$ cat config.mk
export PLATFORM = sky130hd
export DESIGN_NAME = f1_start_seq
export DESIGN_NICKNAME = d
export VERILOG_FILES = /design/src/rtl/f1_pkg.sv /design/src/rtl/f1_react_timer.sv /design/src/rtl/f1_start_seq.sv
export SDC_FILE = /design/constraint.sdc
export NUM_CORES = 1
export LEC_CHECK = 0
export CELL_PAD_IN_SITES_DETAIL_PLACEMENT = 1
export CELL_PAD_IN_SITES_GLOBAL_PLACEMENT = 2
export CORE_MARGIN = 2
export CORE_UTILIZATION = 29
export CTS_CLUSTER_SIZE = 12
export DETAILED_ROUTE_END_ITERATION = 10
export PLACE_DENSITY_LB_ADDON = 0.1
export SLEW_MARGIN = 10
export SYNTH_ARGS = -nofsm -noshare
export SYNTH_HDL_FRONTEND = slang
export SYNTH_SLANG_ARGS = --single-unit
$ cat constraint.sdc
create_clock -name clk -period 1.8 [get_ports clk]
set_input_delay 0.27 -clock clk [delete_from_list [all_inputs] [get_ports clk]]
set_output_delay 0.27 -clock clk [all_outputs]
set_load 0.01 [all_outputs]
$ cat src/rtl/f1_pkg.sv
// f1_pkg: shared types for the F1 start-light sequencer.
//   f1_state_t : sequencer state encoding used by f1_start_seq.
package f1_pkg;

    typedef enum logic [2:0] {
        ST_IDLE  = 3'd0,
        ST_FILL  = 3'd1,
        ST_HOLD  = 3'd2,
        ST_OUT   = 3'd3,
        ST_FAULT = 3'd4
    } f1_state_t;

endpackage

$ cat src/rtl/f1_react_timer.sv
// f1_react_timer: saturating reaction-time counter with capture.
//   clk_i   : clock (rising edge)
//   rst_i   : synchronous active-high reset, clears count, result and valid
//   clr_i   : clear the running count (has priority over inc_i)
//   inc_i   : increment the running count, saturating at all ones
//   cap_i   : copy the running count into time_o; valid_o pulses next cycle
//   cnt_o   : running count
//   time_o  : last captured count, held until the next capture
//   valid_o : one-cycle pulse after a capture
module f1_react_timer #(
    parameter int unsigned TIME_W = 16
) (
    input  logic              clk_i,
    input  logic              rst_i,
    input  logic              clr_i,
    input  logic              inc_i,
    input  logic              cap_i,
    output logic [TIME_W-1:0] cnt_o,
    output logic [TIME_W-1:0] time_o,
    output logic              valid_o
);

    logic [TIME_W-1:0] cnt_q;
    logic [TIME_W-1:0] time_q;
    logic              valid_q;

    always_ff @(posedge clk_i) begin
        if (rst_i) begin
            cnt_q   <= '0;
            time_q  <= '0;
            valid_q <= 1'b0;
        end else begin
            valid_q <= cap_i;
            if (cap_i) begin
                time_q <= cnt_q;
            end
            if (clr_i) begin
                cnt_q <= '0;
            end else if (inc_i && (cnt_q != '1)) begin
                cnt_q <= cnt_q + TIME_W'(1);
            end
        end
    end

    assign cnt_o   = cnt_q;
    assign time_o  = time_q;
    assign valid_o = valid_q;

endmodule

$ cat src/rtl/f1_start_seq.sv
// f1_start_seq: F1 start-light sequencer with lights-out delay and
// reaction timing.
//   clk         : clock (rising edge)
//   rst         : synchronous active-high reset
//   en          : sequencing tick, advances FILL and HOLD
//   trigger     : start request (IDLE/FAULT -> FILL)
//   react       : driver response
//   rand_delay  : hold length, sampled on FILL -> HOLD
//   data_out    : thermometer lamp pattern
//   lights_out  : pulse on the first OUT cycle
//   react_time  : last measured reaction time in clocks
//   react_valid : pulse when react_time updates
//   jump_start  : high while in FAULT
module f1_start_seq
    import f1_pkg::*;
#(
    parameter int unsigned N_LIGHTS = 8,
    parameter int unsigned DELAY_W  = 7,
    parameter int unsigned TIME_W   = 16
) (
    input  logic                clk,
    input  logic                rst,
    input  logic                en,
    input  logic                trigger,
    input  logic                react,
    input  logic [DELAY_W-1:0]  rand_delay,
    output logic [N_LIGHTS-1:0] data_out,
    output logic                lights_out,
    output logic [TIME_W-1:0]   react_time,
    output logic                react_valid,
    output logic                jump_start
);

    localparam int unsigned K_W = $clog2(N_LIGHTS + 1);

    f1_state_t         state_q, state_d;
    logic [K_W-1:0]     k_q, k_d;
    logic [DELAY_W-1:0] dly_q, dly_d;

    logic              tmr_clr, tmr_inc, tmr_cap;
    logic [TIME_W-1:0] tmr_cnt;
    logic [N_LIGHTS-1:0] fill_pat;

    always_ff @(posedge clk) begin
        if (rst) begin
            state_q <= ST_IDLE;
            k_q     <= '0;
            dly_q   <= '0;
        end else begin
            state_q <= state_d;
            k_q     <= k_d;
            dly_q   <= dly_d;
        end
    end

    // Lowest k lamps lit.
    always_comb begin
        fill_pat = '0;
        for (int unsigned i = 0; i < N_LIGHTS; i++) begin
            fill_pat[i] = (i < 32'(k_q));
        end
    end

    always_comb begin
        state_d    = state_q;
        k_d        = k_q;
        dly_d      = dly_q;
        tmr_clr    = 1'b0;
        tmr_inc    = 1'b0;
        tmr_cap    = 1'b0;
        data_out   = '0;
        lights_out = 1'b0;
        jump_start = 1'b0;

        case (state_q)
            ST_FILL: begin
                data_out = fill_pat;
                if (react) begin
                    state_d = ST_FAULT;
                end else if (en) begin
                    if (k_q < K_W'(N_LIGHTS)) begin
                        k_d = k_q + K_W'(1);
                    end else begin
                        state_d = ST_HOLD;
                        dly_d   = rand_delay;
                    end
                end
            end

            ST_HOLD: begin
                data_out = '1;
                if (react) begin
                    state_d = ST_FAULT;
                end else if (en) begin
                    if (dly_q != '0) begin
                        dly_d = dly_q - DELAY_W'(1);
                    end else begin
                        state_d = ST_OUT;
                        tmr_clr = 1'b1;
                    end
                end
            end

            ST_OUT: begin
                // Count is cleared on entry and saturates, so zero only
                // occurs on the first OUT cycle.
                lights_out = (tmr_cnt == '0);
                if (react) begin
                    tmr_cap = 1'b1;
                    state_d = ST_IDLE;
                end else begin
                    tmr_inc = 1'b1;
                end
            end

            ST_FAULT: begin
                data_out   = '1;
                jump_start = 1'b1;
                if (trigger) begin
                    state_d = ST_FILL;
                    k_d     = '0;
                end
            end

            // ST_IDLE and any unreachable encoding.
            default: begin
                if (trigger) begin
                    state_d = ST_FILL;
                    k_d     = '0;
                end
            end
        endcase
    end

    f1_react_timer #(
        .TIME_W (TIME_W)
    ) u_timer (
        .clk_i   (clk),
        .rst_i   (rst),
        .clr_i   (tmr_clr),
        .inc_i   (tmr_inc),
        .cap_i   (tmr_cap),
        .cnt_o   (tmr_cnt),
        .time_o  (react_time),
        .valid_o (react_valid)
    );

endmodule

==> reports/qor.csv <==
metric,value,unit
critPathKind,flop to primary output,
crit_family,simple AND/OR/NAND/NOR gates,
crit_slowest_cell,dfxtp_2,
grt_max_degree,18,
vias,2891,
gp_congestion,0.763,
start_kind,flop,
crit_arrival,1.66,ns
cts_tree,done,
die_h,99.4,um
netlist_area,0.00264,mm2
crit_fanout,2,
fp-row-count,34,
port_buffers,38,
fp.dieW,99.4,um
dieArea,0.00988,mm2
dp_cells,522,
min_period_over_period,107,%
hp-class,flop to flop,
use_met1,22.2,%
violations,setup timing,
worstSetupEndpointType,primary output,
ir_drop,0.412,mV
clk_pin_slew,0.09,ns
wl_per_cell,16.8,um
cellPowerDensity,666,mW/mm2
grt-busiest-layer,met2,
grt_use_met3,2.39,%
worstPathCellList,nor4_4 -> nand3_1 -> nor4b_2 -> and3_1 -> buf_2,
yosysSeqAreaShare,35.7,%
ys_top_cells_by_area,"dfxtp_1 (36%), nand2_1 (8.4%), a21oi_1 (6.8%)",
syn2layout_area_growth,61.3,%
finalHoldViolCount,0,
synthCells,320,
drc_errors,0,
fin_nets,460,
maxSlewHeadroom,67.5,%
routed_wl,9240,um
yosysUniqueCellTypes,58,
status,"complete, but fails checks",
skew,0.00414,ns
fin_util,48.6,%
synth_area_leader_cell,dfxtp_1,
cts.sinks,47,
met2_usage,32.1,%
grt_pass1_vias,2838,
clock-root-buffer,clkbuf_8,
fin_cells,549,
place_area,0.00362,mm2
p_leak,1.67,nW
ioPinCount,39,
ys_ff_latch,47,
start_util,30.1,%
slowest_delay,0.35,ns
final-setup-viol-count,13,
drv_cap,0,
cts_buffers,5,
period_minus_slack,1.93,ns
grt_first_pass_wirelength,14200,um
synth.top_cell.area_share,35.7,%
first_pass_iters,4,
clkLatencyLatePin,0.30,ns
max-clock-path-buffers,2,
hold_buffers,0,
antenna_left,0,
drtIter0Drc,55,
path_buf_inv,1,
yosysWarnings,0,
avgSynthCellArea,8.25,um2
layout-drive-gt1-share,38.5,%
grt_remaining_overflow,0,
grt_usage,17.6,%
layout_setup_ws,-0.129,ns
fillCellCount,1040,
synthFlopType,dfxtp_1,
tightest_slew,0.486,ns
final_cell_area,0.00426,mm2
drv_slew,0,
htreeDepth,2,
antenna_cells,0,
syn_nets,339,
dp_hpwl,6230,um
antenna_found_initial,0,
setup_tns,-0.934,ns
crit_required,1.53,ns
whs,0.461,ns
core_area,0.00876,mm2
synth-edff-count,0,
timing.fmax,519,MHz
rsz0062_at_grt,true,
async_reset_ff_share,0,%
vias_per_cell,5.27,
## state kept, by name, indices dropped and copies added (netlist names)
signal,count
dly_q,7
k_q,4
state_q,3
u_timer.cnt_o,16
u_timer.time_o,16
u_timer.valid_o,1
## layout by cell type, fill, tap and decap left out, types with 3 or more instances in the layout
master           count
a211oi_1             3
a21o_1               4
a21oi_1             32
a21oi_2              4
a32o_1               4
and2_1               3
and3_1               4
buf_2                6
buf_4               73
buf_6               18
clkbuf_8             5
clkdlybuf4s50_1     28
dfxtp_1             40
dfxtp_2              6
ha_1                 6
inv_1                9
mux2i_1             11
nand2_1             55
nand2_2              4
nand2b_1             5
nand3_1             10
nand4_1              3
nor2_1               6
nor3_1               3
nor4_1               3
o21ai_0              7
o21ai_1              3
o31ai_1              6
or4_1                3
## through the flow
step / total power, mW / worst slack, ns
after detailed placement: 1.80 / -0.313
after global routing: 2.99 / -0.215
after CTS: 2.70 / -0.180
final: 2.83 / -0.129
after floorplan: 1.46 / 0.0573
after global placement: 1.78 / -0.349
## kinds of logic (layout without fill, tap and decap cells)
logic type	after synthesis	after routing	synth area share, %
AND/OR/NAND/NOR	134	134	28.4
AO/OA/AOI/OAI	92	92	23.6
adder cells (fa/ha/maj)	7	7	3.32
XOR/XNOR	1	1	0.332
flip-flops	47	47	35.7
multiplexers	11	11	4.17
buffers and inverters	28	149	4.55
## tightest hold or removal path: stages (launching register included)
cell and delay (ns):
dfxtp_1 0.32, nand2_1 0.05, a21oi_1 0.05
## layer usage
| layer | share of wire, % | wire length [um] |
|---|---|---|
| met3 | 2.7 | 245 |
| met1 | 44 | 4030 |
| met4 | 1.1 | 100 |
| met2 | 53 | 4870 |
| met5 | 0 | 0 |
## what timing repair did
item,CTS,global route
pin swaps,20,32
gates resized for setup,78,49
cloned,0,1
setup buffers,10,11
endpoints found under the setup margin,28,37
## cell type report
cell class / count / area [um2] / area share (%)
tap: 108 / 135 / 3.17
inverter: 12 / 45.0 / 1.06
multi-input combinational: 245 / 1880 / 44.1
clock buffer: 5 / 68.8 / 1.62
sequential: 47 / 952 / 22.4
timing repair buffer: 130 / 1140 / 26.8
clock inverter: 2 / 37.5 / 0.882
## cells in the mapped netlist, drive strengths merged, types with 7 or more instances
library cell / instances
o21ai: 12
dfxtp: 47
a21oi: 36
inv: 11
nand2: 59
o31ai: 7
mux2i: 11
buf: 8
nand3: 10
clkbuf: 8
nor2: 9
ha: 7
## where the power goes
part	switching [mW]	internal [mW]
combinational	0.434	0.529
clock	0.370	0.407
sequential	0.0273	1.07
total	0.831	2.00
## path summary, 6_finish.rpt
| path | startpoint | slack (ns) | end | cells past startpoint |
|---|---|---|---|---|
| max reg2reg | state_q[2]$_SDFFE_PP0P_ | -0.10 | dly_q[5]$_SDFFE_PP0P_ | 8 |
| min | u_timer.time_o[14]$_SDFFE_PP0P_ | 0.46 | u_timer.time_o[14]$_SDFFE_PP0P_ | 2 |
| max | u_timer.cnt_o[9]$_SDFFE_PP0P_ | -0.13 | lights_out | 5 |
| min reg2reg | u_timer.time_o[14]$_SDFFE_PP0P_ | 0.46 | u_timer.time_o[14]$_SDFFE_PP0P_ | 2 |
(Power assumes the default switching activity.)
